===== src/rtl/mvm_seq_ctrl_if.sv =====
// Command and strobe bundle between the matrix-vector sequencer and its datapath.
// master issues the command pulses; slave (the sequencer) drives the memory/MAC strobes.
interface mvm_seq_ctrl_if #(
    parameter int unsigned M = 12
);
    localparam int unsigned MAW = $clog2(M * M);
    localparam int unsigned VAW = $clog2(M);

    logic           loadMatrix;
    logic           loadVector;
    logic           start;
    logic           m_we;
    logic [MAW-1:0] m_addr;
    logic           v_we;
    logic [VAW-1:0] v_addr;
    logic           acc_en;
    logic           acc_clr;
    logic           y_we;
    logic [VAW-1:0] y_addr;
    logic           out_en;
    logic [VAW-1:0] out_addr;
    logic           done;
    logic           busy;

    modport master (
        output loadMatrix, loadVector, start,
        input  m_we, m_addr, v_we, v_addr, acc_en, acc_clr,
               y_we, y_addr, out_en, out_addr, done, busy
    );

    modport slave (
        input  loadMatrix, loadVector, start,
        output m_we, m_addr, v_we, v_addr, acc_en, acc_clr,
               y_we, y_addr, out_en, out_addr, done, busy
    );
endinterface


===== src/rtl/mvm_seq_ctrl.sv =====
// Strobe sequencer for the MxM single-MAC matrix-vector multiply datapath.
// Loads matrix/vector memories, schedules M*M MACs with 1- and 2-cycle delayed tags, then streams results.
module mvm_seq_ctrl #(
    parameter int unsigned M = 12
) (
    input logic           clk,
    input logic           reset,
    mvm_seq_ctrl_if.slave bus
);
    localparam int unsigned MAW = $clog2(M * M);
    localparam int unsigned VAW = $clog2(M);
    localparam logic [MAW-1:0] LAST_K = MAW'(M * M - 1);
    localparam logic [VAW-1:0] LAST_J = VAW'(M - 1);

    typedef enum logic [2:0] {
        IDLE, LOAD_M, LOAD_V, COMPUTE, DRAIN, DONE_OUT
    } state_e;

    state_e         state_q;
    logic [MAW-1:0] m_addr_q;
    logic [VAW-1:0] v_addr_q;
    logic [VAW-1:0] r_q;
    logic           m_we_q;
    logic           v_we_q;
    logic           iss_q;
    logic           drain_q;
    logic           acc_en_q;
    logic           acc_clr_q;
    logic [VAW-1:0] acc_r_q;
    logic [VAW-1:0] acc_c_q;
    logic           y_we_q;
    logic [VAW-1:0] y_addr_q;
    logic           out_en_q;
    logic [VAW-1:0] out_addr_q;
    logic           done_q;
    logic           busy_q;

    always_ff @(posedge clk) begin
        if (reset) begin
            state_q    <= IDLE;
            m_addr_q   <= '0;
            v_addr_q   <= '0;
            r_q        <= '0;
            m_we_q     <= 1'b0;
            v_we_q     <= 1'b0;
            iss_q      <= 1'b0;
            drain_q    <= 1'b0;
            acc_en_q   <= 1'b0;
            acc_clr_q  <= 1'b0;
            acc_r_q    <= '0;
            acc_c_q    <= '0;
            y_we_q     <= 1'b0;
            y_addr_q   <= '0;
            out_en_q   <= 1'b0;
            out_addr_q <= '0;
            done_q     <= 1'b0;
            busy_q     <= 1'b0;
        end else begin
            // Read issue -> accumulate (1 cycle later) -> y write (2 cycles later)
            acc_en_q  <= iss_q;
            acc_clr_q <= iss_q && (v_addr_q == '0);
            acc_r_q   <= r_q;
            acc_c_q   <= v_addr_q;
            y_we_q    <= acc_en_q && (acc_c_q == LAST_J);
            y_addr_q  <= acc_r_q;
            done_q    <= 1'b0;

            case (state_q)
                IDLE: begin
                    if (bus.start) begin
                        state_q  <= COMPUTE;
                        iss_q    <= 1'b1;
                        busy_q   <= 1'b1;
                        m_addr_q <= '0;
                        v_addr_q <= '0;
                        r_q      <= '0;
                    end else if (bus.loadMatrix) begin
                        state_q  <= LOAD_M;
                        m_we_q   <= 1'b1;
                        busy_q   <= 1'b1;
                        m_addr_q <= '0;
                    end else if (bus.loadVector) begin
                        state_q  <= LOAD_V;
                        v_we_q   <= 1'b1;
                        busy_q   <= 1'b1;
                        v_addr_q <= '0;
                    end
                end
                LOAD_M: begin
                    if (m_addr_q == LAST_K) begin
                        state_q  <= IDLE;
                        m_we_q   <= 1'b0;
                        busy_q   <= 1'b0;
                        m_addr_q <= '0;
                    end else begin
                        m_addr_q <= m_addr_q + MAW'(1);
                    end
                end
                LOAD_V: begin
                    if (v_addr_q == LAST_J) begin
                        state_q  <= IDLE;
                        v_we_q   <= 1'b0;
                        busy_q   <= 1'b0;
                        v_addr_q <= '0;
                    end else begin
                        v_addr_q <= v_addr_q + VAW'(1);
                    end
                end
                COMPUTE: begin
                    // Row-major order makes r*M+c a plain running index
                    if (m_addr_q == LAST_K) begin
                        state_q  <= DRAIN;
                        iss_q    <= 1'b0;
                        drain_q  <= 1'b0;
                        m_addr_q <= '0;
                        v_addr_q <= '0;
                        r_q      <= '0;
                    end else begin
                        m_addr_q <= m_addr_q + MAW'(1);
                        if (v_addr_q == LAST_J) begin
                            v_addr_q <= '0;
                            r_q      <= r_q + VAW'(1);
                        end else begin
                            v_addr_q <= v_addr_q + VAW'(1);
                        end
                    end
                end
                DRAIN: begin
                    if (drain_q) begin
                        state_q    <= DONE_OUT;
                        drain_q    <= 1'b0;
                        out_en_q   <= 1'b1;
                        out_addr_q <= '0;
                        done_q     <= 1'b1;
                    end else begin
                        drain_q <= 1'b1;
                    end
                end
                DONE_OUT: begin
                    if (out_addr_q == LAST_J) begin
                        state_q    <= IDLE;
                        out_en_q   <= 1'b0;
                        out_addr_q <= '0;
                        busy_q     <= 1'b0;
                    end else begin
                        out_addr_q <= out_addr_q + VAW'(1);
                    end
                end
                default: state_q <= IDLE;
            endcase
        end
    end

    assign bus.m_we     = m_we_q;
    assign bus.m_addr   = m_addr_q;
    assign bus.v_we     = v_we_q;
    assign bus.v_addr   = v_addr_q;
    assign bus.acc_en   = acc_en_q;
    assign bus.acc_clr  = acc_clr_q;
    assign bus.y_we     = y_we_q;
    assign bus.y_addr   = y_addr_q;
    assign bus.out_en   = out_en_q;
    assign bus.out_addr = out_addr_q;
    assign bus.done     = done_q;
    assign bus.busy     = busy_q;
endmodule


===== src/flat_wrapper.sv =====
// flat-port wrapper written by rule: the top's interface ports become plain ports
module mvm_seq_ctrl_flat 
#(
    parameter int unsigned M = 12
)
  (clk, reset, bus_loadMatrix, bus_loadVector, bus_start, bus_m_we, bus_m_addr, bus_v_we, bus_v_addr, bus_acc_en, bus_acc_clr, bus_y_we, bus_y_addr, bus_out_en, bus_out_addr, bus_done, bus_busy);
  mvm_seq_ctrl_if #(.M(M)) bus_i ();
  input logic clk;
  input logic reset;
  input wire logic [$bits(bus_i.loadMatrix)-1:0] bus_loadMatrix;
  input wire logic [$bits(bus_i.loadVector)-1:0] bus_loadVector;
  input wire logic [$bits(bus_i.start)-1:0] bus_start;
  output wire logic [$bits(bus_i.m_we)-1:0] bus_m_we;
  output wire logic [$bits(bus_i.m_addr)-1:0] bus_m_addr;
  output wire logic [$bits(bus_i.v_we)-1:0] bus_v_we;
  output wire logic [$bits(bus_i.v_addr)-1:0] bus_v_addr;
  output wire logic [$bits(bus_i.acc_en)-1:0] bus_acc_en;
  output wire logic [$bits(bus_i.acc_clr)-1:0] bus_acc_clr;
  output wire logic [$bits(bus_i.y_we)-1:0] bus_y_we;
  output wire logic [$bits(bus_i.y_addr)-1:0] bus_y_addr;
  output wire logic [$bits(bus_i.out_en)-1:0] bus_out_en;
  output wire logic [$bits(bus_i.out_addr)-1:0] bus_out_addr;
  output wire logic [$bits(bus_i.done)-1:0] bus_done;
  output wire logic [$bits(bus_i.busy)-1:0] bus_busy;
  assign bus_i.loadMatrix = bus_loadMatrix;
  assign bus_i.loadVector = bus_loadVector;
  assign bus_i.start = bus_start;
  assign bus_m_we = bus_i.m_we;
  assign bus_m_addr = bus_i.m_addr;
  assign bus_v_we = bus_i.v_we;
  assign bus_v_addr = bus_i.v_addr;
  assign bus_acc_en = bus_i.acc_en;
  assign bus_acc_clr = bus_i.acc_clr;
  assign bus_y_we = bus_i.y_we;
  assign bus_y_addr = bus_i.y_addr;
  assign bus_out_en = bus_i.out_en;
  assign bus_out_addr = bus_i.out_addr;
  assign bus_done = bus_i.done;
  assign bus_busy = bus_i.busy;
  mvm_seq_ctrl #(.M(M)) u_core (.clk(clk), .reset(reset), .bus(bus_i));
endmodule

===== config.mk =====
export PLATFORM = sky130hd
export DESIGN_NAME = mvm_seq_ctrl_flat
export DESIGN_NICKNAME = d
export VERILOG_FILES = /design/src/rtl/mvm_seq_ctrl_if.sv /design/src/rtl/mvm_seq_ctrl.sv /design/src/flat_wrapper.sv
export SDC_FILE = /design/constraint.sdc
export NUM_CORES = 1
export LEC_CHECK = 0
export ABC_AREA = 1
export CAP_MARGIN = 5
export CORE_MARGIN = 10
export CORE_UTILIZATION = 57
export DETAILED_ROUTE_END_ITERATION = 10
export PLACE_DENSITY = 0.9
export SETUP_SLACK_MARGIN = 0.5
export SKIP_CTS_REPAIR_TIMING = 1
export SKIP_LAST_GASP = 1
export SYNTH_ARGS = -nofsm -noshare
export SYNTH_HDL_FRONTEND = slang
export SYNTH_SLANG_ARGS = --single-unit

===== constraint.sdc =====
create_clock -name clk -period 3.31 [get_ports clk]
set_clock_uncertainty 0.2 [all_clocks]
set_input_delay 0.331 -clock clk [delete_from_list [all_inputs] [get_ports clk]]
set_output_delay 0.331 -clock clk [all_outputs]
set_load 0.01 [all_outputs]

* After elaboration in Yosys (flattened, before gate mapping)
Cells that the tools add are included.
Operators by class: $add $sub $neg 4, equality and inequality tests 24, multiplexer cells 46, bitwise operators 1, reduce and logical (&&, ||, !) cells 25
Operator list (count):
- 4-bit two-way mux | 10
- 3-bit two-way mux | 8
- 8-bit two-way mux | 3
- 3-bit case mux with 6 select lines | 1
- 4-bit case mux with 2 select lines | 2
- 8-bit case mux with 2 select lines | 1
- 1-bit two-way mux | 14
- 4-bit by 1-bit adder with 4-bit output (second input constant) | 3
- 4-bit equality test (second input constant) | 3
- 4-bit case mux with 3 select lines | 1
- 3-bit AND reduction | 4
- 2-bit nonzero test | 6
- 2-bit by 1-bit != test with 1-bit output (second input constant) | 5
- 2-bit != test (second input constant) | 5
- 1-bit case mux with 2 select lines | 5
- 5-bit AND reduction | 2
- 3-bit != test (second input constant) | 3
- 8-bit by 1-bit adder with 8-bit output (second input constant) | 1
- 8-bit equality test (second input constant) | 1
- 3-bit by 2-bit equality test with 1-bit output (second input constant) | 2
- 3-bit equality test (second input constant) | 2
- 2-bit AND reduction | 3
- 6-bit AND reduction | 1
- 4-bit zero test | 1
- 11 further kinds | 13
Word-level totals: flip-flop bits (word level) 45, input bits 5, output and inout port bits 28

* Longest topological paths before layout
Gate-level depths: netlist (run 1).
depth in word-level cells 4, mapped depth 10, gate-level depth less buffers 10

* Least setup slack after synthesis (run 1)
OpenSTA, ideal clock, no wires.
kind flip-flop to flip-flop, start point register u_core.m_addr_q[0] (netlist: u_core.bus.m_addr[0]), end point register u_core.state_q[0], library setup time 0.113 ns, arrival time 1.328 ns, data required time 2.997 ns, path slack 1.669 ns, cell stages (with the launch flop) 9, path buffers 0, cells stage by stage dfxtp_1 -> ha_1 -> nand2_1 -> nor2_4 -> nand3_2 -> a21oi_2 -> nand2_1 -> nor2_1 -> nor2_1
On the way: cells in the longest elaborated chain, start to end 3
Ends and longest elaborated chain:
- start, declared | line mvm_seq_ctrl.sv:20 | logic [MAW-1:0] m_addr_q;
- start signal, assigned | line mvm_seq_ctrl.sv:96 | m_addr_q <= m_addr_q + MAW'(1);
- start signal, assigned | line mvm_seq_ctrl.sv:119 | m_addr_q <= m_addr_q + MAW'(1);
- 8-bit equality test * | line mvm_seq_ctrl.sv:90, mvm_seq_ctrl.sv:111
- 2-bit by 1-bit != test with 1-bit output (no source line)
- 6-bit AND reduction (no source line) *
- end signal, assigned | line mvm_seq_ctrl.sv:91 | state_q <= IDLE;
- end signal, assigned | line mvm_seq_ctrl.sv:101 | state_q <= IDLE;
- end signal, assigned | line mvm_seq_ctrl.sv:112 | state_q <= DRAIN;
- end, declared | line mvm_seq_ctrl.sv:19 | state_e state_q;
Every way passes the cells marked *; elsewhere a longest branch is shown, timed or not. A chain may end at the register's enable or synchronous reset.

* Worst setup path after layout (run 1)
start point register u_core.m_addr_q[4] (netlist: u_core.bus.m_addr[4]), end point output bus_m_addr[4]
RTL lines:
- end, declared | line flat_wrapper.sv:14 | output wire logic [$bits(bus_i.m_addr)-1:0] bus_m_addr;
No word-level cell between the ends.

==> results of run 1 <==
through the flow:
step | utilization [%] | std cells | power, mW | setup WS [ns]
after global routing | 74.9 | 384 | 1.69 | 1.24
after floorplan | - | 301 | 1.02 | 1.67
after detailed placement | 71.7 | 376 | 1.17 | 1.32
after global placement | 71.7 | 376 | 1.16 | 1.34
final | 74.9 | 384 | 1.58 | 1.41
after CTS | 74.9 | 384 | 1.58 | 1.40
kinds of logic after synthesis:
kind of cell               after synthesis
adders and majority gates                5
DFF                                     45
and+or+nand+nor                        169
AOI/OAI and AO/OA                       36
buffers and inverters                   44
xor gates and xnor gates                 2
flip-flops by register name (all words and copies together), names as in the netlist:
signal	count
u_core.bus.m_addr	8
u_core.acc_c_q	4
u_core.acc_r_q	4
u_core.bus.out_addr	4
u_core.bus.v_addr	4
u_core.bus.y_addr	4
u_core.r_q	4
u_core.state_q	3
u_core.bus.acc_clr	1
u_core.bus.acc_en	1
u_core.bus.busy	1
u_core.bus.done	1
u_core.bus.m_we	1
u_core.bus.out_en	1
u_core.bus.v_we	1
u_core.bus.y_we	1
u_core.drain_q	1
u_core.iss_q	1
routing by layer:
| layer | global-route usage, % | vias to the layer above | share of wire (%) |
|---|---|---|---|
| li1 | - | 1038 | - |
| met1 | 16.9 | 876 | 41 |
| met2 | 26.0 | 62 | 48 |
| met3 | 5.01 | 10 | 8.5 |
| met4 | 7.27 | 0 | 1.7 |
| met5 | 0 | - | 0 |
layout by cell type, fill, tap and decap left out, types with 2 or more instances in the layout:
master                            synthesis  routed
sky130_fd_sc_hd__nand2_1                 72      72
sky130_fd_sc_hd__ha_1                     5       5
sky130_fd_sc_hd__nor3_1                   4       4
sky130_fd_sc_hd__clkdlybuf4s50_1          0      32
sky130_fd_sc_hd__inv_1                   36      36
sky130_fd_sc_hd__clkbuf_8                 0       5
sky130_fd_sc_hd__nand3_2                  2       2
sky130_fd_sc_hd__a21oi_1                 19      19
sky130_fd_sc_hd__dfxtp_1                 45      45
sky130_fd_sc_hd__nor3b_1                  2       2
sky130_fd_sc_hd__nor2_4                   3       3
sky130_fd_sc_hd__nand4_1                  8       8
sky130_fd_sc_hd__o21ai_0                 12      12
sky130_fd_sc_hd__nor2_1                  45      45
sky130_fd_sc_hd__nand3_1                 25      25
sky130_fd_sc_hd__inv_2                    4       4
sky130_fd_sc_hd__nand2_2                  5       5
area by class of cell:
| type | count | area (um^2) |
|---|---|---|
| multi-input combinational | 212 | 1030 |
| sequential | 45 | 901 |
| fill | 281 | 863 |
| timing repair buffer | 33 | 328 |
| inverter | 40 | 150 |
| clock buffer | 6 | 72.6 |
| tap | 46 | 57.6 |
| clock inverter | 2 | 38.8 |
power by group through the flow:
stage | sequential (mW) | combinational, mW | clock, mW
after floorplan | 0.663 | 0.352 | 0
after global placement | 0.655 | 0.503 | 0
after detailed placement | 0.656 | 0.516 | 0
after CTS | 0.645 | 0.521 | 0.417
after global routing | 0.652 | 0.597 | 0.437
final | 0.645 | 0.523 | 0.414
path summary, 6_finish.rpt:
check,slack (ns),startpoint,to,cells past startpoint
setup reg to reg,1.44,u_core.bus.m_addr[0],u_core.state_q[1],9
hold / removal,0.20,u_core.acc_c_q[2],u_core.bus.y_we,1
setup / recovery,1.41,u_core.bus.m_addr[4],bus_m_addr[4],1
hold reg to reg,0.20,u_core.acc_c_q[2],u_core.bus.y_we,1
==> reports/qor.tcl, run 1 <==
set qor(run_status) {complete, no violations}
set qor(netlist_top_cells_area) {sky130_fd_sc_hd__dfxtp_1 (43%), sky130_fd_sc_hd__nand2_1 (13%), sky130_fd_sc_hd__nor2_1 (8.1%)}
set qor(postSynthRegisterBits) 45
set qor(cp_startpoint_kind) {flip-flop}
set qor(timing.final.hold_violations) 0
set qor(netSwitchingFraction_pct) 36.3
set qor(synth_edf_count) 0
set qor(tritoncts) {done}
set qor(post-synth-top-count-cell) {sky130_fd_sc_hd__nand2_1}
set qor(vdd_ir_drop_max_mv) 0.465
set qor(vias) 1986
set qor(setup_viol_count_final) 0
set qor(intPower_mw) 1.01
set qor(max_capacitance_violation_count) 0
set qor(synth_commonest_cells) {sky130_fd_sc_hd__nand2_1 (72), sky130_fd_sc_hd__dfxtp_1 (45), sky130_fd_sc_hd__nor2_1 (45)}
set qor(synth.avg_cell_area_um2) 6.97
set qor(slew_viol_final) 0
set qor(via_count_of_the_first_global_routing_pass) 1923
set qor(floorplan.core_area_um2) 3440
set qor(cts_root_buffer) {sky130_fd_sc_hd__clkbuf_8}
set qor(yosysWarningCount) 0
set qor(die_h_um) 80.7
set qor(drt.antenna.violating_nets) 0
set qor(worstPathBufferInverterCount) 1
set qor(synthXorXnorAreaFrac_pct) 0.835
set qor(slowest_cp_cell) {sky130_fd_sc_hd__clkdlybuf4s50_1}
set qor(cts.sink_count) 45
set qor(area_growth_pct) 23.0
set qor(io_pins) 33
set qor(tritoncts.num_buffers) 5
set qor(drt_iter0_markers) 120
set qor(share_clk_of_total_power_pct) 26.2
set qor(hold-worst-slack_ns) 0.198
set qor(start_util_pct) 60.9
set qor(synth_adder_area_share_pct) 2.98
set qor(clock_transition_time_at_the_flip_flop_clock_pins_of_the_worst_setup_and_hold_paths_ns) 0.09
set qor(overflow_left_after_global_routing) 0
set qor(synth_area_um2) 2100
set qor(fmax_mhz) 525
set qor(numPortBuffers) 32
set qor(clock_insertion_delay_worst_skew_ns) 0.31
set qor(biggest_area_consumer_among_synthesized_cells) {sky130_fd_sc_hd__dfxtp_1}
set qor(crit_chain) {clkdlybuf4s50_1}
set qor(postPlaceCellArea_um2) 2470
set qor(synth_area_in_compound_gates_pct) 9.37
set qor(drive_gt1_share_pct) 7.99
set qor(cell_area_power_density_nw_per_um2) 614
set qor(dp_hpwl_um) 3510
set qor(die_area_um2) 6510
set qor(antenna-diode-count) 0
set qor(synthFlopType) {sky130_fd_sc_hd__dfxtp_1}
set qor(gr_usage_total_pct) 15.3
set qor(clock_tree.htree_level_count) 2
set qor(row_count) 21
set qor(post_drt_via_cell_ratio) 5.17
set qor(logic_pwr_share_pct) 33.1
set qor(mappedNetlistNets) 311
set qor(worst_setup_end_kind) {output port}
set qor(finalInstanceArea_um2) 2580
set qor(pwr-share-seq_pct) 40.8
set qor(sequential_fraction_of_the_synthesis_area_pct) 43.0
set qor(final_min_period_over_clock_period_pct) 57.5
set qor(critical_path.max_stage_delay_ns) 0.59
set qor(hold_class) {reg -> reg}
set qor(wirelength_um) 4810
set qor(synthSimpleGateAreaFrac_pct) 36.0
set qor(crit_required_ns) 2.78
set qor(maximum_number_of_pins_on_one_net_before_global_route_repair) 31
set qor(synth_top_family_by_area) {simple AND/OR/NAND/NOR gates}
set qor(worst_path_dominant_cell_family) {buffers and inverters}
set qor(timing.slew.headroom_pct) 66.9
set qor(routedWlPerCell_um) 12.5
set qor(post-synth-top-area-fraction_pct) 43.0
set qor(grt_antenna_before_repair) 0
set qor(firstDrtPassIters) 5
set qor(finish.net_count) 347
set qor(critical_path_peak_fanout) 8
set qor(first_pass_grt_wire_length_um) 8120
set qor(drc_errors) 0
set qor(rsz0062_at_grt) {no}
set qor(final.setup.tns_ns) 0
set qor(crit_type) {reg -> out}
set qor(post_synth_mux_area_share_pct) 0
set qor(post-route-min-period_ns) 1.90
set qor(async_reset_ff_share_pct) 0
set qor(leakagePower_nw) 1.07
set qor(die-width_um) 80.7
set qor(gpl.final_weighted_congestion) 0.874
set qor(net-switching-power_mw) 0.574
set qor(synth.lib_cells_used.distinct) 26
set qor(synthCells) 301
set qor(clock_tree.buffer_depth) 2
set qor(timing_worst_slew_pin_value_ns) 0.496
set qor(worst-endpoint-arrival_ns) 1.37
Note: power is estimated with default switching activity, not from simulation.
==> run 2: changes to the inputs <==
- CORE_UTILIZATION: 57 -> 48
- PLACE_DENSITY: 0.9 -> 0.81
- clock period: 3.31 -> 1.75 ns (I/O delays scaled with it)
==> reports/qor.tcl, run 2 (synthesis gave the netlist of run 1 again) <==
set qor(crit_chain) {ha_4 -> nand2_4 -> nor2_4 -> nand3_4 -> buf_4 -> nand2_2 -> nand3_2 -> nand2_1 -> o21ai_1}
set qor(cts_root_buffer) {sky130_fd_sc_hd__clkbuf_8}
set qor(rsz0062_at_grt) {yes}
set qor(wirelength_um) 5710 ;# +19%
set qor(die_h_um) 86.1 ;# +6.7%
set qor(critPathLaunch) {u_core.bus.m_addr[0]}
set qor(crit_required_ns) 1.75 ;# -1.03 ns
set qor(post-route-min-period_ns) 1.61
set qor(critical_path.max_stage_delay_ns) 0.38 ;# -0.21 ns
set qor(antenna-diode-count) 0 ;# unchanged
set qor(dp_hpwl_um) 3690 ;# +5.3%
set qor(rr_worst_depth) 9 ;# unchanged
set qor(worst_setup_end_kind) {flip-flop}
set qor(r2r-end) {u_core.r_q[1]}
set qor(die-width_um) 86.1 ;# +6.7%
set qor(flip_flop_count_of_the_largest_register_after_layout) 8 ;# unchanged
set qor(finalNonFillerCells) 412 ;# +7.3%
set qor(clock_transition_time_at_the_flip_flop_clock_pins_of_the_worst_setup_and_hold_paths_ns) 0.09 ;# about the same
set qor(via_count_of_the_first_global_routing_pass) 2002 ;# +4.1%
set qor(layout.cells.most_common) {sky130_fd_sc_hd__nand2_1}
set qor(slowest_cp_cell) {sky130_fd_sc_hd__dfxtp_4}
set qor(floorplan.core_area_um2) 4120 ;# +20%
set qor(vias) 2198 ;# +11%
set qor(first_pass_grt_wire_length_um) 8580 ;# +5.7%
set qor(critical_path_peak_fanout) 6 ;# -2
set qor(critPathCapture) {u_core.r_q[1]}
set qor(io_pins) 33 ;# unchanged
set qor(setup_viol_count_final) 0 ;# unchanged
set qor(drive_gt1_share_pct) 32.3 ;# +24 points
set qor(crit_type) {reg -> reg}
set qor(tritoncts.num_buffers) 5 ;# unchanged
set qor(drt_iter0_markers) 80 ;# -33%
set qor(grt_antenna_before_repair) 0 ;# unchanged
set qor(hold-worst-slack_ns) -0.0137 ;# -0.212 ns
set qor(firstDrtPassIters) 4 ;# -1
set qor(max_capacitance_violation_count) 0 ;# unchanged
set qor(run_status) {finished, violations left}
set qor(finalInstanceArea_um2) 3080 ;# +19%
set qor(setup.reg_to_reg.worst_slack_ns) 0.14 ;# -1.30 ns
set qor(clock_insertion_delay_worst_skew_ns) 0.31 ;# about the same
set qor(numPortBuffers) 32 ;# unchanged
set qor(fmax_mhz) 622
set qor(placedCellCount) 388 ;# +3.2%
set qor(tritoncts) {done}
set qor(timing_worst_slew_pin_value_ns) 0.319 ;# -0.177 ns
set qor(maximum_number_of_pins_on_one_net_before_global_route_repair) 16 ;# -48%
set qor(gpl.final_weighted_congestion) 0.902 ;# +3.1%
set qor(drc_errors) 0 ;# unchanged
set qor(row_count) 23 ;# +9.5%
set qor(final_min_period_over_clock_period_pct) 91.9
set qor(drt.antenna.violating_nets) 0 ;# unchanged
set qor(slew_viol_final) 0 ;# unchanged
set qor(clock_tree.htree_level_count) 2 ;# unchanged
set qor(leakagePower_nw) 1.63 ;# +52%
set qor(hold_class) {in -> reg}
set qor(finish.net_count) 371 ;# +6.9%
set qor(total_power_mw) 3.45 ;# +120%
set qor(violations_in_the_final_reports) {negative hold slack}
set qor(die_area_um2) 7410 ;# +14%
set qor(most_frequent_cells_in_the_layout) {sky130_fd_sc_hd__nand2_1 (57), sky130_fd_sc_hd__nor2_1 (40), sky130_fd_sc_hd__inv_1 (33), sky130_fd_sc_hd__dfxtp_1 (28), sky130_fd_sc_hd__buf_4 (23)}
set qor(cell_area_power_density_nw_per_um2) 1120 ;# +82%
set qor(critical_path.reg2reg.startpoint) {u_core.bus.m_addr[0]}
set qor(cts.sink_count) 45 ;# unchanged
set qor(area_growth_pct) 46.9
set qor(gr_usage_total_pct) 13.8 ;# -1.5 points
set qor(vdd_ir_drop_max_mv) 0.529 ;# +14%
set qor(timing.slew.headroom_pct) 78.7 ;# +12 points
set qor(post_drt_via_cell_ratio) 5.33 ;# +3.2%
set qor(start_util_pct) 51.0 ;# -10 points
set qor(routedWlPerCell_um) 13.8 ;# +11%
set qor(clock_tree.buffer_depth) 2 ;# unchanged
set qor(overflow_left_after_global_routing) 0 ;# unchanged
set qor(cp_startpoint_kind) {flip-flop}
set qor(postPlaceCellArea_um2) 2640 ;# +6.9%
set qor(timing.final.hold_violations) 2 ;# +2
set qor(worst-endpoint-arrival_ns) 1.61 ;# +0.24 ns
## run 2: power by group
group / internal (mW) / total, mW / leakage, nW / switching (mW)
Clock: 0.452 / 0.823 / 0.0645 / 0.371
Sequential: 1.14 / 1.25 / 0.375 / 0.107
Combinational: 0.549 / 1.38 / 1.19 / 0.830
Total: 2.14 / 3.45 / 1.63 / 1.31
## run 2: layout make-up
type / count / area (um^2)
clock buffers: 7 / 119
flip-flops and latches: 45 / 947
multi-input cells: 212 / 1260
fillers: 315 / 1030
well taps: 50 / 62.6
clock inverters: 1 / 5.00
repair buffers: 57 / 529
inverters: 40 / 155
## run 2: worst min path at each step
stage	start	endpoint	slack [ns]	cells after the start
global route	reset	u_core.bus.acc_en	0.03	2
CTS	u_core.acc_c_q[2]	u_core.bus.y_we	0.20	1
detailed placement	u_core.acc_c_q[2]	u_core.bus.y_we	0.18	1
global placement	u_core.acc_c_q[2]	u_core.bus.y_we	0.18	1
finish	reset	u_core.iss_q	-0.01	2
floorplan	reset	u_core.bus.acc_en	0.07	1
## run 2: routing by layer
metal	GRT usage, %	part of all wire, %	vias up
li1	-	-	1086
met1	14.8	41	1037
met2	23.7	50	63
met3	5.30	7.0	12
met4	5.39	1.8	0
met5	0	0	-
## run 2: per-stage QoR
stage               util, %  worst slack, ns  TNS (ns)  hold slack, ns
detailed placement     64.1           0.0429         0           0.184
global route           74.9           0.0425         0          0.0286
global placement       64.1            0.117         0           0.178
CTS                    67.1          -0.0251   -0.0251           0.195
floorplan                 -            0.216         0          0.0688
finish                 74.9            0.142         0         -0.0137
## run 2: critical path, delay by kind of cell (launching register included)
family	cells	cell delay, ns
compound gates	1	0.06
fa+ha+maj	1	0.14
buf+inv	1	0.18
flops	1	0.38
simple gates	6	0.52
==> run 3: changes to the inputs <==
- SETUP_SLACK_MARGIN: 0.5 -> 0.15
==> reports/qor.tcl, run 3 (synthesis gave the netlist of run 1 again) <==
set qor(die-width_um) 86.1 ;# unchanged
set qor(preCtsSetupSlack_ns) 0.0481 ;# +0.00521 ns
set qor(timing.final.hold_violations) 0 ;# -2
set qor(finish.net_count) 362 ;# -2.4%
set qor(post_drt_via_cell_ratio) 5.27 ;# -1.3%
set qor(critical_path_peak_fanout) 5 ;# -1
set qor(clock_tree.buffer_depth) 2 ;# unchanged
set qor(drc_errors) 0 ;# unchanged
set qor(critical_path.max_stage_delay_ns) 0.57 ;# +0.19 ns
set qor(worst_path_dominant_cell_family) {buffers and inverters}
set qor(die_area_um2) 7410 ;# unchanged
set qor(net-switching-power_mw) 1.22 ;# -6.7%
set qor(post-route-min-period_ns) 1.66 ;# +0.0562 ns
set qor(final.setup.tns_ns) 0 ;# unchanged
set qor(gr_usage_total_pct) 13.9 ;# +0.091 points
set qor(crit_type) {reg -> out}
set qor(overflow_left_after_global_routing) 0 ;# unchanged
set qor(clock_tree.htree_level_count) 2 ;# unchanged
set qor(clock_insertion_delay_worst_skew_ns) 0.30 ;# about the same
set qor(logic_pwr_share_pct) 38.4 ;# -1.6 points
set qor(share_clk_of_total_power_pct) 21.6 ;# -2.3 points
set qor(final.fill_count) 324 ;# +2.9%
set qor(dp_hpwl_um) 3680 ;# -0.25%
set qor(final_min_period_over_clock_period_pct) 95.1 ;# +3.2 points
set qor(postPlaceCellArea_um2) 2560 ;# -3.0%
set qor(drive_gt1_share_pct) 23.2 ;# -9.1 points
set qor(antenna-diode-count) 0 ;# unchanged
set qor(leakagePower_nw) 1.48 ;# -8.9%
set qor(wirelength_um) 5500 ;# -3.6%
set qor(io_pins) 33 ;# unchanged
set qor(run_status) {complete, no violations}
set qor(drt_iter0_markers) 117 ;# +46%
set qor(tritoncts.num_buffers) 5 ;# unchanged
set qor(slowest_cp_cell) {sky130_fd_sc_hd__clkdlybuf4s50_1}
set qor(gpl.final_weighted_congestion) 0.865 ;# -4.1%
set qor(crit_required_ns) 1.37 ;# -0.38 ns
set qor(cp_startpoint_kind) {flip-flop}
set qor(finalInstanceArea_um2) 2900 ;# -5.9%
set qor(routedWlPerCell_um) 13.7 ;# -1.4%
set qor(most_frequent_cells_in_the_layout) {sky130_fd_sc_hd__nand2_1 (63), sky130_fd_sc_hd__nor2_1 (41), sky130_fd_sc_hd__inv_1 (34), sky130_fd_sc_hd__dfxtp_1 (32), sky130_fd_sc_hd__nand3_1 (21)}
set qor(intPower_mw) 1.92 ;# -10%
set qor(setup_viol_count_final) 0 ;# unchanged
set qor(flip_flop_count_of_the_largest_register_after_layout) 8 ;# unchanged
set qor(maximum_number_of_pins_on_one_net_before_global_route_repair) 21 ;# +5
set qor(crit_chain) {clkdlybuf4s50_1}
set qor(cts.sink_count) 45 ;# unchanged
set qor(firstDrtPassIters) 4 ;# unchanged
set qor(timing.slew.headroom_pct) 79.1 ;# +0.43 points
set qor(timing_worst_slew_pin_value_ns) 0.312 ;# -0.00685 ns
set qor(cell_area_power_density_nw_per_um2) 1080 ;# -3.3%
set qor(tritoncts) {done}
set qor(netSwitchingFraction_pct) 38.9 ;# +0.96 points
set qor(numPortBuffers) 32 ;# unchanged
set qor(start_util_pct) 51.0 ;# unchanged
set qor(drt.antenna.violating_nets) 0 ;# unchanged
set qor(clock_transition_time_at_the_flip_flop_clock_pins_of_the_worst_setup_and_hold_paths_ns) 0.08 ;# about the same
set qor(pwr-share-seq_pct) 39.9 ;# +3.7 points
set qor(fmax_mhz) 601 ;# -3.4%
set qor(grt_antenna_before_repair) 0 ;# unchanged
set qor(worstPathBufferInverterCount) 1 ;# unchanged
set qor(rsz0062_at_grt) {yes}
set qor(setup_slack_ns) 0.0859 ;# -0.0562 ns
set qor(max_capacitance_violation_count) 0 ;# unchanged
set qor(vias) 2122 ;# -3.5%
set qor(first_pass_grt_wire_length_um) 8550 ;# -0.40%
set qor(vdd_ir_drop_max_mv) 0.732 ;# +38%
set qor(slew_viol_final) 0 ;# unchanged
set qor(die_h_um) 86.1 ;# unchanged
set qor(area_growth_pct) 38.2
set qor(layout.cells.most_common) {sky130_fd_sc_hd__nand2_1}
set qor(worst-endpoint-arrival_ns) 1.29 ;# -0.32 ns
set qor(row_count) 23 ;# unchanged
set qor(hold_class) {reg -> reg}
set qor(floorplan.core_area_um2) 4120 ;# unchanged
set qor(via_count_of_the_first_global_routing_pass) 1965 ;# -1.8%
set qor(worst_setup_end_kind) {output port}
set qor(cts_root_buffer) {sky130_fd_sc_hd__clkbuf_8}
-- run 3: cell count changes in the layout (fill, tap and decap cells not counted), moves of 4 or more --
cell	previous run	this run
sky130_fd_sc_hd__buf_4	23	16
sky130_fd_sc_hd__clkdlybuf4s50_1	2	15
sky130_fd_sc_hd__clkbuf_2	8	0
sky130_fd_sc_hd__dlymetal6s2s_1	21	17
sky130_fd_sc_hd__dfxtp_1	28	32
sky130_fd_sc_hd__nand2_1	57	63
sky130_fd_sc_hd__nand2_4	10	2
-- run 3: path summary, 6_finish.rpt --
path	depth (start not counted)	slack (ns)	endpoint	startpoint
hold / removal	1	0.19	u_core.bus.y_we	u_core.acc_c_q[2]
hold reg to reg	1	0.19	u_core.bus.y_we	u_core.acc_c_q[2]
setup reg to reg	9	0.12	u_core.state_q[1]	u_core.bus.m_addr[0]
setup / recovery	1	0.09	bus_v_addr[3]	u_core.bus.v_addr[3]
-- run 3: per-stage QoR --
stage | power, mW | cells | utilization, % | hold WS, ns
floorplan | 1.92 | 301 | - | 0.0688
global placement | 2.24 | 391 | 62.1 | 0.178
detailed placement | 2.26 | 391 | 62.1 | 0.181
CTS | 2.93 | 399 | 64.5 | 0.193
global route | 3.34 | 403 | 70.4 | 0.219
finish | 3.14 | 403 | 70.4 | 0.189
-- run 3: routing by layer --
layer,up-vias,wire (um),track usage [%]
met4,0,110,4.79
met2,74,2690,22.9
met3,13,359,5.58
met5,-,0,0
li1,1066,-,-
met1,969,2340,15.8
-- run 3: layout make-up --
| type | instances | area [um^2] | area share [%] |
|---|---|---|---|
| clock buffer | 6 | 82.6 | 2.85 |
| clock inverter | 2 | 13.8 | 0.475 |
| inverter | 40 | 155 | 5.35 |
| multi-input combinational | 212 | 1160 | 40.2 |
| sequential | 45 | 937 | 32.3 |
| tap | 50 | 62.6 | 2.16 |
| timing repair buffer | 48 | 483 | 16.7 |
-- run 3: power by group through the flow --
stage	logic, mW	registers, mW	clock network (mW)
finish	1.21	1.25	0.679
CTS	1.03	1.22	0.685
global route	1.34	1.27	0.730
global placement	1.00	1.23	0
detailed placement	1.02	1.24	0
floorplan	0.667	1.26	0
